--- src/rtl/mc_pkg.sv ---
// Shared encodings for the multi-cycle MIPS-subset control FSM.
package mc_pkg;

  typedef enum logic [2:0] {
    StIdle,
    StFetch,
    StDecode,
    StExec,
    StMem,
    StWb,
    StTrap
  } state_e;

  localparam logic [5:0] OpRtype = 6'b000000;
  localparam logic [5:0] OpLw    = 6'b100011;
  localparam logic [5:0] OpSw    = 6'b101011;
  localparam logic [5:0] OpBeq   = 6'b000100;
  localparam logic [5:0] OpAddiu = 6'b001001;
  localparam logic [5:0] OpJ     = 6'b000010;

  localparam logic [5:0] FnAddu = 6'b100001;
  localparam logic [5:0] FnSubu = 6'b100011;
  localparam logic [5:0] FnAnd  = 6'b100100;
  localparam logic [5:0] FnOr   = 6'b100101;
  localparam logic [5:0] FnSltu = 6'b101011;

  localparam logic [2:0] AluAdd  = 3'b101;
  localparam logic [2:0] AluSub  = 3'b001;
  localparam logic [2:0] AluAnd  = 3'b111;
  localparam logic [2:0] AluOr   = 3'b110;
  localparam logic [2:0] AluSltu = 3'b000;

  localparam logic [1:0] PcSrcSeq    = 2'b00;
  localparam logic [1:0] PcSrcBranch = 2'b01;
  localparam logic [1:0] PcSrcJump   = 2'b10;

  localparam logic [1:0] CauseNone    = 2'b00;
  localparam logic [1:0] CauseOpcode  = 2'b01;
  localparam logic [1:0] CauseFunct   = 2'b10;
  localparam logic [1:0] CauseTimeout = 2'b11;

  function automatic logic funct_legal(input logic [5:0] funct);
    return funct inside {FnAddu, FnSubu, FnAnd, FnOr, FnSltu};
  endfunction

  function automatic logic [2:0] alu_for_funct(input logic [5:0] funct);
    logic [2:0] alu;
    alu = AluAdd;
    case (funct)
      FnSubu:  alu = AluSub;
      FnAnd:   alu = AluAnd;
      FnOr:    alu = AluOr;
      FnSltu:  alu = AluSltu;
      default: alu = AluAdd;
    endcase
    return alu;
  endfunction

endpackage

--- src/rtl/mc_mem_wait.sv ---
// Memory wait-cycle counter; expired flags that MEM_TIMEOUT waits have elapsed.
module mc_mem_wait #(
  parameter int unsigned MEM_TIMEOUT = 255
) (
  input  logic clk,
  input  logic reset_n,
  input  logic clr,
  input  logic en,
  output logic expired
);

  localparam int unsigned CntW = (MEM_TIMEOUT > 0) ? $clog2(MEM_TIMEOUT + 1) : 1;
  localparam logic [CntW-1:0] Limit = CntW'(MEM_TIMEOUT);

  logic [CntW-1:0] cnt_q, cnt_d;

  // A zero limit disables the timeout; the counter may then wrap harmlessly.
  assign expired = (MEM_TIMEOUT != 0) && (cnt_q == Limit);

  always_comb begin
    cnt_d = cnt_q;
    if (clr) begin
      cnt_d = '0;
    end else if (en && !expired) begin
      cnt_d = cnt_q + 1'b1;
    end
  end

  always_ff @(posedge clk or negedge reset_n) begin
    if (!reset_n) begin
      cnt_q <= '0;
    end else begin
      cnt_q <= cnt_d;
    end
  end

endmodule

--- src/rtl/multicycle_control.sv ---
// Multi-cycle control FSM: sequences fetch/decode/exec/mem/writeback, traps
// illegal encodings and memory timeouts, and counts retired instructions.
module multicycle_control import mc_pkg::*; #(
  parameter int unsigned MEM_TIMEOUT = 255,
  parameter int unsigned CNT_W       = 32
) (
  input  logic             clk,
  input  logic             reset_n,
  input  logic [31:0]      instr,
  input  logic             zero,
  input  logic             mem_ready,
  output logic             mem_req,
  output logic             iord,
  output logic             memwrite,
  output logic             irwrite,
  output logic             pcwrite,
  output logic [1:0]       pcsrc,
  output logic             alusrcbimm,
  output logic [2:0]       alucontrol,
  output logic             regwrite,
  output logic [4:0]       destreg,
  output logic             memtoreg,
  output logic             trap,
  output logic [1:0]       trap_cause,
  output logic [CNT_W-1:0] retired
);

  state_e           state_q, state_d;
  logic [1:0]       cause_q, cause_d;
  logic [CNT_W-1:0] retired_q;
  logic             retire;
  logic             wait_clr, wait_en, wait_expired;

  logic [5:0] opcode, funct;
  logic       unused_instr;

  assign opcode       = instr[31:26];
  assign funct        = instr[5:0];
  assign unused_instr = ^{instr[25:21], instr[10:6]};

  mc_mem_wait #(
    .MEM_TIMEOUT(MEM_TIMEOUT)
  ) u_mem_wait (
    .clk     (clk),
    .reset_n (reset_n),
    .clr     (wait_clr),
    .en      (wait_en),
    .expired (wait_expired)
  );

  always_comb begin
    state_d    = state_q;
    cause_d    = cause_q;
    retire     = 1'b0;
    wait_en    = 1'b0;
    mem_req    = 1'b0;
    iord       = 1'b0;
    memwrite   = 1'b0;
    irwrite    = 1'b0;
    pcwrite    = 1'b0;
    pcsrc      = PcSrcSeq;
    alusrcbimm = 1'b0;
    alucontrol = AluAdd;
    regwrite   = 1'b0;
    destreg    = '0;
    memtoreg   = 1'b0;

    unique case (state_q)
      StIdle: state_d = StFetch;
      StFetch: begin
        mem_req = 1'b1;
        wait_en = !mem_ready;
        // Ready in the expiry cycle still completes the access.
        if (mem_ready) begin
          irwrite = 1'b1;
          pcwrite = 1'b1;
          state_d = StDecode;
        end else if (wait_expired) begin
          cause_d = CauseTimeout;
          state_d = StTrap;
        end
      end
      StDecode: begin
        case (opcode)
          OpJ: begin
            pcwrite = 1'b1;
            pcsrc   = PcSrcJump;
            retire  = 1'b1;
            state_d = StFetch;
          end
          OpRtype: begin
            if (funct_legal(funct)) begin
              state_d = StExec;
            end else begin
              cause_d = CauseFunct;
              state_d = StTrap;
            end
          end
          OpLw, OpSw, OpBeq, OpAddiu: state_d = StExec;
          default: begin
            cause_d = CauseOpcode;
            state_d = StTrap;
          end
        endcase
      end
      StExec: begin
        case (opcode)
          OpRtype: begin
            alucontrol = alu_for_funct(funct);
            state_d    = StWb;
          end
          OpBeq: begin
            alucontrol = AluSub;
            if (zero) begin
              pcwrite = 1'b1;
              pcsrc   = PcSrcBranch;
            end
            retire  = 1'b1;
            state_d = StFetch;
          end
          OpAddiu: begin
            alusrcbimm = 1'b1;
            state_d    = StWb;
          end
          default: begin
            alusrcbimm = 1'b1;
            state_d    = StMem;
          end
        endcase
      end
      StMem: begin
        mem_req  = 1'b1;
        iord     = 1'b1;
        memwrite = (opcode == OpSw);
        wait_en  = !mem_ready;
        if (mem_ready) begin
          if (opcode == OpSw) begin
            retire  = 1'b1;
            state_d = StFetch;
          end else begin
            state_d = StWb;
          end
        end else if (wait_expired) begin
          cause_d = CauseTimeout;
          state_d = StTrap;
        end
      end
      StWb: begin
        regwrite = 1'b1;
        destreg  = (opcode == OpRtype) ? instr[15:11] : instr[20:16];
        memtoreg = (opcode == OpLw);
        retire   = 1'b1;
        state_d  = StFetch;
      end
      StTrap: state_d = StTrap;
      default: state_d = StIdle;
    endcase

    wait_clr = (state_d != state_q);
  end

  always_ff @(posedge clk or negedge reset_n) begin
    if (!reset_n) begin
      state_q   <= StIdle;
      cause_q   <= CauseNone;
      retired_q <= '0;
    end else begin
      state_q <= state_d;
      cause_q <= cause_d;
      if (retire) begin
        retired_q <= retired_q + CNT_W'(1);
      end
    end
  end

  assign trap       = (state_q == StTrap);
  assign trap_cause = cause_q;
  assign retired    = retired_q;

endmodule
--- config.mk ---
export PLATFORM = sky130hd
export DESIGN_NAME = multicycle_control
export DESIGN_NICKNAME = d
export VERILOG_FILES = /design/src/rtl/mc_pkg.sv /design/src/rtl/mc_mem_wait.sv /design/src/rtl/multicycle_control.sv
export SDC_FILE = /design/constraint.sdc
export NUM_CORES = 1
export LEC_CHECK = 0
export CORE_UTILIZATION = 51
export CTS_CLUSTER_DIAMETER = 30
export DETAILED_ROUTE_END_ITERATION = 7
export MAX_ROUTING_LAYER = met4
export PLACE_DENSITY_LB_ADDON = 0.1
export SLEW_MARGIN = 20
export SYNTH_ARGS = -nofsm -noshare
export SYNTH_HDL_FRONTEND = slang
export SYNTH_SLANG_ARGS = --single-unit
--- constraint.sdc ---
create_clock -name clk -period 3.54 [get_ports clk]
set_clock_uncertainty 0.05 [all_clocks]
set_input_delay 0.708 -clock clk [delete_from_list [all_inputs] [get_ports clk]]
set_output_delay 0.708 -clock clk [all_outputs]
set_load 0.01 [all_outputs]
==> results of run 1 <==
layout make-up:
cell class | instances | area (um2)
repair buffers | 87 | 857
inverters | 3 | 11.3
clock inverters | 1 | 8.76
flip-flops and latches | 45 | 1130
well taps | 70 | 87.6
clock buffers | 7 | 96.3
fillers | 427 | 1440
multi-input cells | 227 | 1610
through the flow:
step | cells | setup TNS, ns
after floorplan | 291 | 0
after global placement | 432 | 0
after detailed placement | 432 | -0.0328
after CTS | 440 | 0
after global routing | 440 | 0
final | 440 | 0
worst min path at each step:
stage	from	to	slack [ns]	cells after the start
after floorplan	reset_n	retired[0]	0.36	0
after global placement	retired[31]	retired[31]	0.41	1
after detailed placement	retired[31]	retired[31]	0.41	1
after CTS	retired[31]	retired[31]	0.43	1
after global routing	reset_n	u_mem_wait.cnt_q[6]	0.38	1
final	reset_n	u_mem_wait.cnt_q[5]	0.34	1
cell families after synthesis:
group,count (synthesis),share of synthesized area [%]
flops,45,39.4
fa+ha+maj,2,0.875
mux,5,1.97
compound gates,34,9.67
buf+inv,19,4.59
xor+xnor,38,11.6
simple gates,148,31.9
layer usage:
metal / track usage (%) / routed length [um] / up-vias
li1: - / - / 1206
met1: 29.9 / 2980 / 1172
met2: 36.3 / 3050 / 62
met3: 3.45 / 261 / 4
met4: 5.96 / 48 / 0
met5: - / 0 / -
registers in the layout (all words and copies together) (netlist names):
name	cells
u_mem_wait.cnt_q	8
state_q	3
retired	32
trap_cause	2
cell usage in the layout (no fill, tap or decap), types with 2 or more instances in the layout:
cell type / synthesis / final
nor4b_1: 2 / 2
nand2b_1: 2 / 2
nand2_1: 21 / 21
nor2b_1: 4 / 4
nand4_2: 8 / 8
nor3_1: 8 / 7
mux2_2: 2 / 2
nand4_1: 8 / 8
o21ai_0: 8 / 8
xor2_1: 7 / 7
clkdlybuf4s50_1: 0 / 76
nand3_1: 25 / 25
clkbuf_8: 1 / 7
and4_1: 4 / 4
xnor2_1: 31 / 31
a21oi_1: 10 / 10
or3b_2: 2 / 2
mux2i_1: 2 / 2
nand3b_1: 2 / 2
nand4b_1: 2 / 2
dfrtp_1: 45 / 45
inv_1: 3 / 3
ha_1: 2 / 2
nor2_1: 23 / 23
buf_4: 3 / 9
and3b_1: 2 / 2
and3_1: 16 / 16
or3_1: 3 / 3
a31oi_1: 2 / 2
worst register-to-register path, delay by kind of cell (launching register included):
kind                      cells  cell delay, ns
and+or+nand+nor               3            0.72
AOI/OAI and AO/OA             2            0.65
xor gates and xnor gates      1            0.24
DFF                           1            0.75
what timing repair did:
action / in CTS / in global routing
gates cloned: 0 / 0
pin swaps: 0 / 0
gates resized for setup: 1 / 1
hold buffers: 0 / 0
endpoints found under the setup margin: 1 / 1
report_power, final:
| group | leakage (nW) | switching, W | internal [W] | total, W |
|---|---|---|---|---|
| sequential | 0.611 | 0.000135 | 0.000564 | 0.000699 |
| combinational | 0.918 | 0.000318 | 0.000340 | 0.000658 |
| clock | 0.0549 | 0.000175 | 0.000180 | 0.000355 |
| total | 1.58 | 0.000628 | 0.00108 | 0.00171 |
==> run metrics, run 1 <==
status finished clean; Crit path depth 6; top-count cell post-synth dfrtp_1; Yosys reg bits 45; RR Endpoint u_mem_wait.cnt_q[7]; fin nets 407; # clock sinks between 40 and 50; CP Max Fanout 7; Synth Area per Inst 9.82 um2; Die ar. 0.00591 mm2; Num CTS Buffers 5; MaxCap Viol Count 0; Worst-Skew Late Latency 0.30 ns; gr ovfl total 0; Top FF cell, synth dfrtp_1; Post-Syn Area between 0.002 and 0.003 mm2; worst setup path class in -> out; post-synthesis async set-or-reset flop share 100%; routability cong. 0.816; vias in the first global route roughly 2.3k; largest buffer count on any clock path 2; Most Frequent Cell on Critical Path clkdlybuf4s50_1; Post-Place Cell Area 0.00368 mm2; largest net degree at the start of global routing between 40 and 50; Final Max Slew Viols 0; Setup crit end kind primary output; Mapped Cells 291; Die Ht roughly 77 um; PwrDens around 450 mW/mm2; Final period util 96.4%; HPWL after DPL roughly 4600 um; Post-Route WL between 6000 and 7000 um; Peak Freq between 200 and 300 MHz; synth warn 0; CP Cell Sequence clkdlybuf4s50_1, nor3_1, and3_2, and3_1, or3_1, clkdlybuf4s50_1; fin util 72.4%; Critical Path Source instr[30]; first-pass GRT wire length around 11000 um; shortest period the worst path allows 3.41 ns; post-route cell area around 0.0038 mm2; TritonCTS clock tree done; area delta synth->final 32.7%; CP top delay family buffers and inverters; WHS roughly 0.34 ns; worst hold path type in -> async; PnR worst setup slack approximately 0.13 ns; initial antenna violation count 0; critical path's slowest cell clkdlybuf4s50_1; synth top area cells dfrtp_1 (39%), xnor2_1 (9.5%), nand3_1 (4.4%), and3_1 (3.5%), nand4_2 (3.5%); most frequent cells after synthesis dfrtp_1 (45), xnor2_1 (31), nand3_1 (25); Synth top area share between 30% and 40%; EDFF count, synth 0; maximum vdd drop 315 uV; register area share after synthesis 39.4%; clock slew at reported path FFs 0.09 ns; Initial DRC Count approximately 120; core area 0.00524 mm2; Critical Path RT ~2.8 ns; GRT Total Usage 22.6%; share of cells above drive strength 1 13.0%; Crit path arrival time 2.65 ns; Port Buf Inserts 78; I/O pin count 89; final hold vios 0; n_diodes 0; H-Tree Depth 2; CP endpoint pcwrite; Syn Nets around 330; CP max stage delay roughly 0.65 ns; slew margin rel. about three fifths; Setup WS pre-CTS -0.0328 ns; WL/cell between 10 and 15 um; Setup Buffers After CTS 0; Die X approximately 77 um; Worst R2R Path Depth 6; static leakage between 1.5 and 2 nW; setup violators final 0; Pre-antenna DRT Iters 4; starting density of the core 54.6%; Detail Route Antenna Nets 0; clk root buf clkbuf_8; worst-margin pin slew between 0.6 and 0.7 ns; drc violations 0; RSZ-0062 raised after global routing no; Crit Reg-Reg Startpoint state_q[0]; synth unique cells 63; vias approximately 2.4k; startpoint types input pin; post-synth top area cell dfrtp_1; R2R Setup Slk around 1.1 ns; vias per cell between 5 and 6; Final Power about 0.0017 W; Cell Rows 26; CP Buf/Inv Count 2
Power figures use the tool's default switching activity.
==> inputs of run 2 (changes only) <==
- CORE_UTILIZATION: 51 -> 47
- clock period: 3.54 -> 3.8 ns (I/O delays scaled with it)
==> run metrics, run 2 (synthesized netlist as in run 1, its figures left out) <==
TritonCTS clock tree done; vias per cell between 5 and 6; Inst Count DP about 440; final hold vios 0; CP top delay family buffers and inverters; largest buffer count on any clock path 2; GRT Total Usage slightly above 20%; starting density of the core a little under 50%; Die Ht between 70 and 80 um; fin nets 405; commonest non-fill, non-tap cells in the layout clkdlybuf4s50_1 (77), dfrtp_1 (45), xnor2_1 (31); Met3 Routed Length between 200 and 250 um; Crit path depth 5; CP Max Fanout 8; met2 wire len about 3000 um; Initial DRC Count roughly 100; status finished clean; Crit path arrival time around 2.8 ns; HPWL after DPL between 4000 and 5000 um; Die ar. between 0.006 and 0.007 mm2; critical path's slowest cell clkdlybuf4s50_1; worst-margin pin slew 0.639 ns; n_diodes 0; CP max stage delay approximately 0.66 ns; share of cells above drive strength 1 around an eighth; clk root buf clkbuf_8; Final Max Slew Viols 0; Pre-antenna DRT Iters 4; CTS Hold Buffers Added 0; gr ovfl total 0; shortest period the worst path allows 3.60 ns; PwrDens between 400 and 500 mW/mm2; maximum vdd drop around 250 uV; I/O pin count ~90; clock slew at reported path FFs 0.08 ns; max reg flops 32; Detail Route Antenna Nets 0; Post-Place Cell Area approximately 0.0037 mm2; Port Buf Inserts slightly below 80; Final Power ~0.0015 W; Crit Reg-Reg Startpoint state_q[0]; vias 2426; Die X around 80 um; Final period util between 90% and 100%; CP Cell Sequence clkdlybuf4s50_1, nand4b_1, or3b_2, nor3_1, clkdlybuf4s50_1; RSZ-0062 raised after global routing no; setup violators final 0; M1 wire length approximately 3000 um; R2R Setup Slk between 1 and 1.5 ns; Peak Freq 278 MHz; CP Buf/Inv Count 2; vias in the first global route approximately 2.3k; initial antenna violation count 0; MaxCap Viol Count 0; Most Frequent Cell on Critical Path clkdlybuf4s50_1; commonest non-fill, non-tap cell in the layout clkdlybuf4s50_1; # clock sinks between 40 and 50; area delta synth->final 31.0%; slew margin rel. a little under three fifths; top sig layer met4; Critical Path Source instr[31]; drc violations 0; worst hold path type in -> async; Cell Rows 28; H-Tree Depth 2; Num CTS Buffers 5; WL/cell 14.0 um; static leakage about 1.6 nW; Critical Path RT 2.99 ns; routability cong. between 0.7 and 0.8; fin util 63.6%; Post-Route WL just over 6000 um; Setup crit end kind primary output; startpoint types input pin; largest net degree at the start of global routing between 40 and 50; post-route cell area between 0.003 and 0.004 mm2; Worst-Skew Late Latency between 0.2 and 0.3 ns; first-pass GRT wire length ~10000 um; worst setup path class in -> out; setup TNS 0 ns; core area just under 0.006 mm2; Final Non-Filler Cells 442; Setup Buffers After CTS 0; post-CTS sizing 0; Worst R2R Path Depth 6
[run 2: area by class of cell]
| cell class | instances | area [um2] |
|---|---|---|
| sequential | 45 | 1130 |
| timing repair buffer | 85 | 831 |
| clock buffer | 6 | 72.6 |
| tap | 75 | 93.8 |
| clock inverter | 1 | 8.76 |
| inverter | 3 | 11.3 |
| multi-input combinational | 227 | 1600 |
| fill | 530 | 2140 |
[run 2: routing by layer]
metal | vias to the layer above | GRT usage, %
li1 | 1200 | -
met1 | 1169 | 27.1
met2 | 53 | 34.1
met3 | 4 | 2.74
met4 | 0 | 4.29
met5 | - | -
[run 2: power by group]
| group | internal (W) | switching [W] |
|---|---|---|
| Sequential | 0.000525 | 0.000130 |
| Combinational | 0.000305 | 0.000288 |
| Clock | 0.000127 | 0.000152 |
| Total | 0.000958 | 0.000570 |
[run 2: final timing paths]
kind | end
worst max register to register | u_mem_wait.cnt_q[7]
worst min register to register | retired[31]
worst min-delay path | u_mem_wait.cnt_q[5]
worst max-delay path | memwrite
min in group clk | retired[31]
max in group asynchronous | retired[31]
[run 2: through the flow]
step,hold WS [ns],setup WS [ns]
after floorplan,0.414,1.00
after global placement,0.407,0.194
after detailed placement,0.418,0.194
after CTS,0.435,0.185
after global routing,0.441,0.0302
final,0.405,0.198
[run 2: worst register-to-register path: cells and delay by family, from the launching register on]
family / cells / cell delay [ns]
AO/OA/AOI/OAI: 2 / 0.67
XOR/XNOR: 1 / 0.23
flip-flops: 1 / 0.76
AND/OR/NAND/NOR: 3 / 0.70
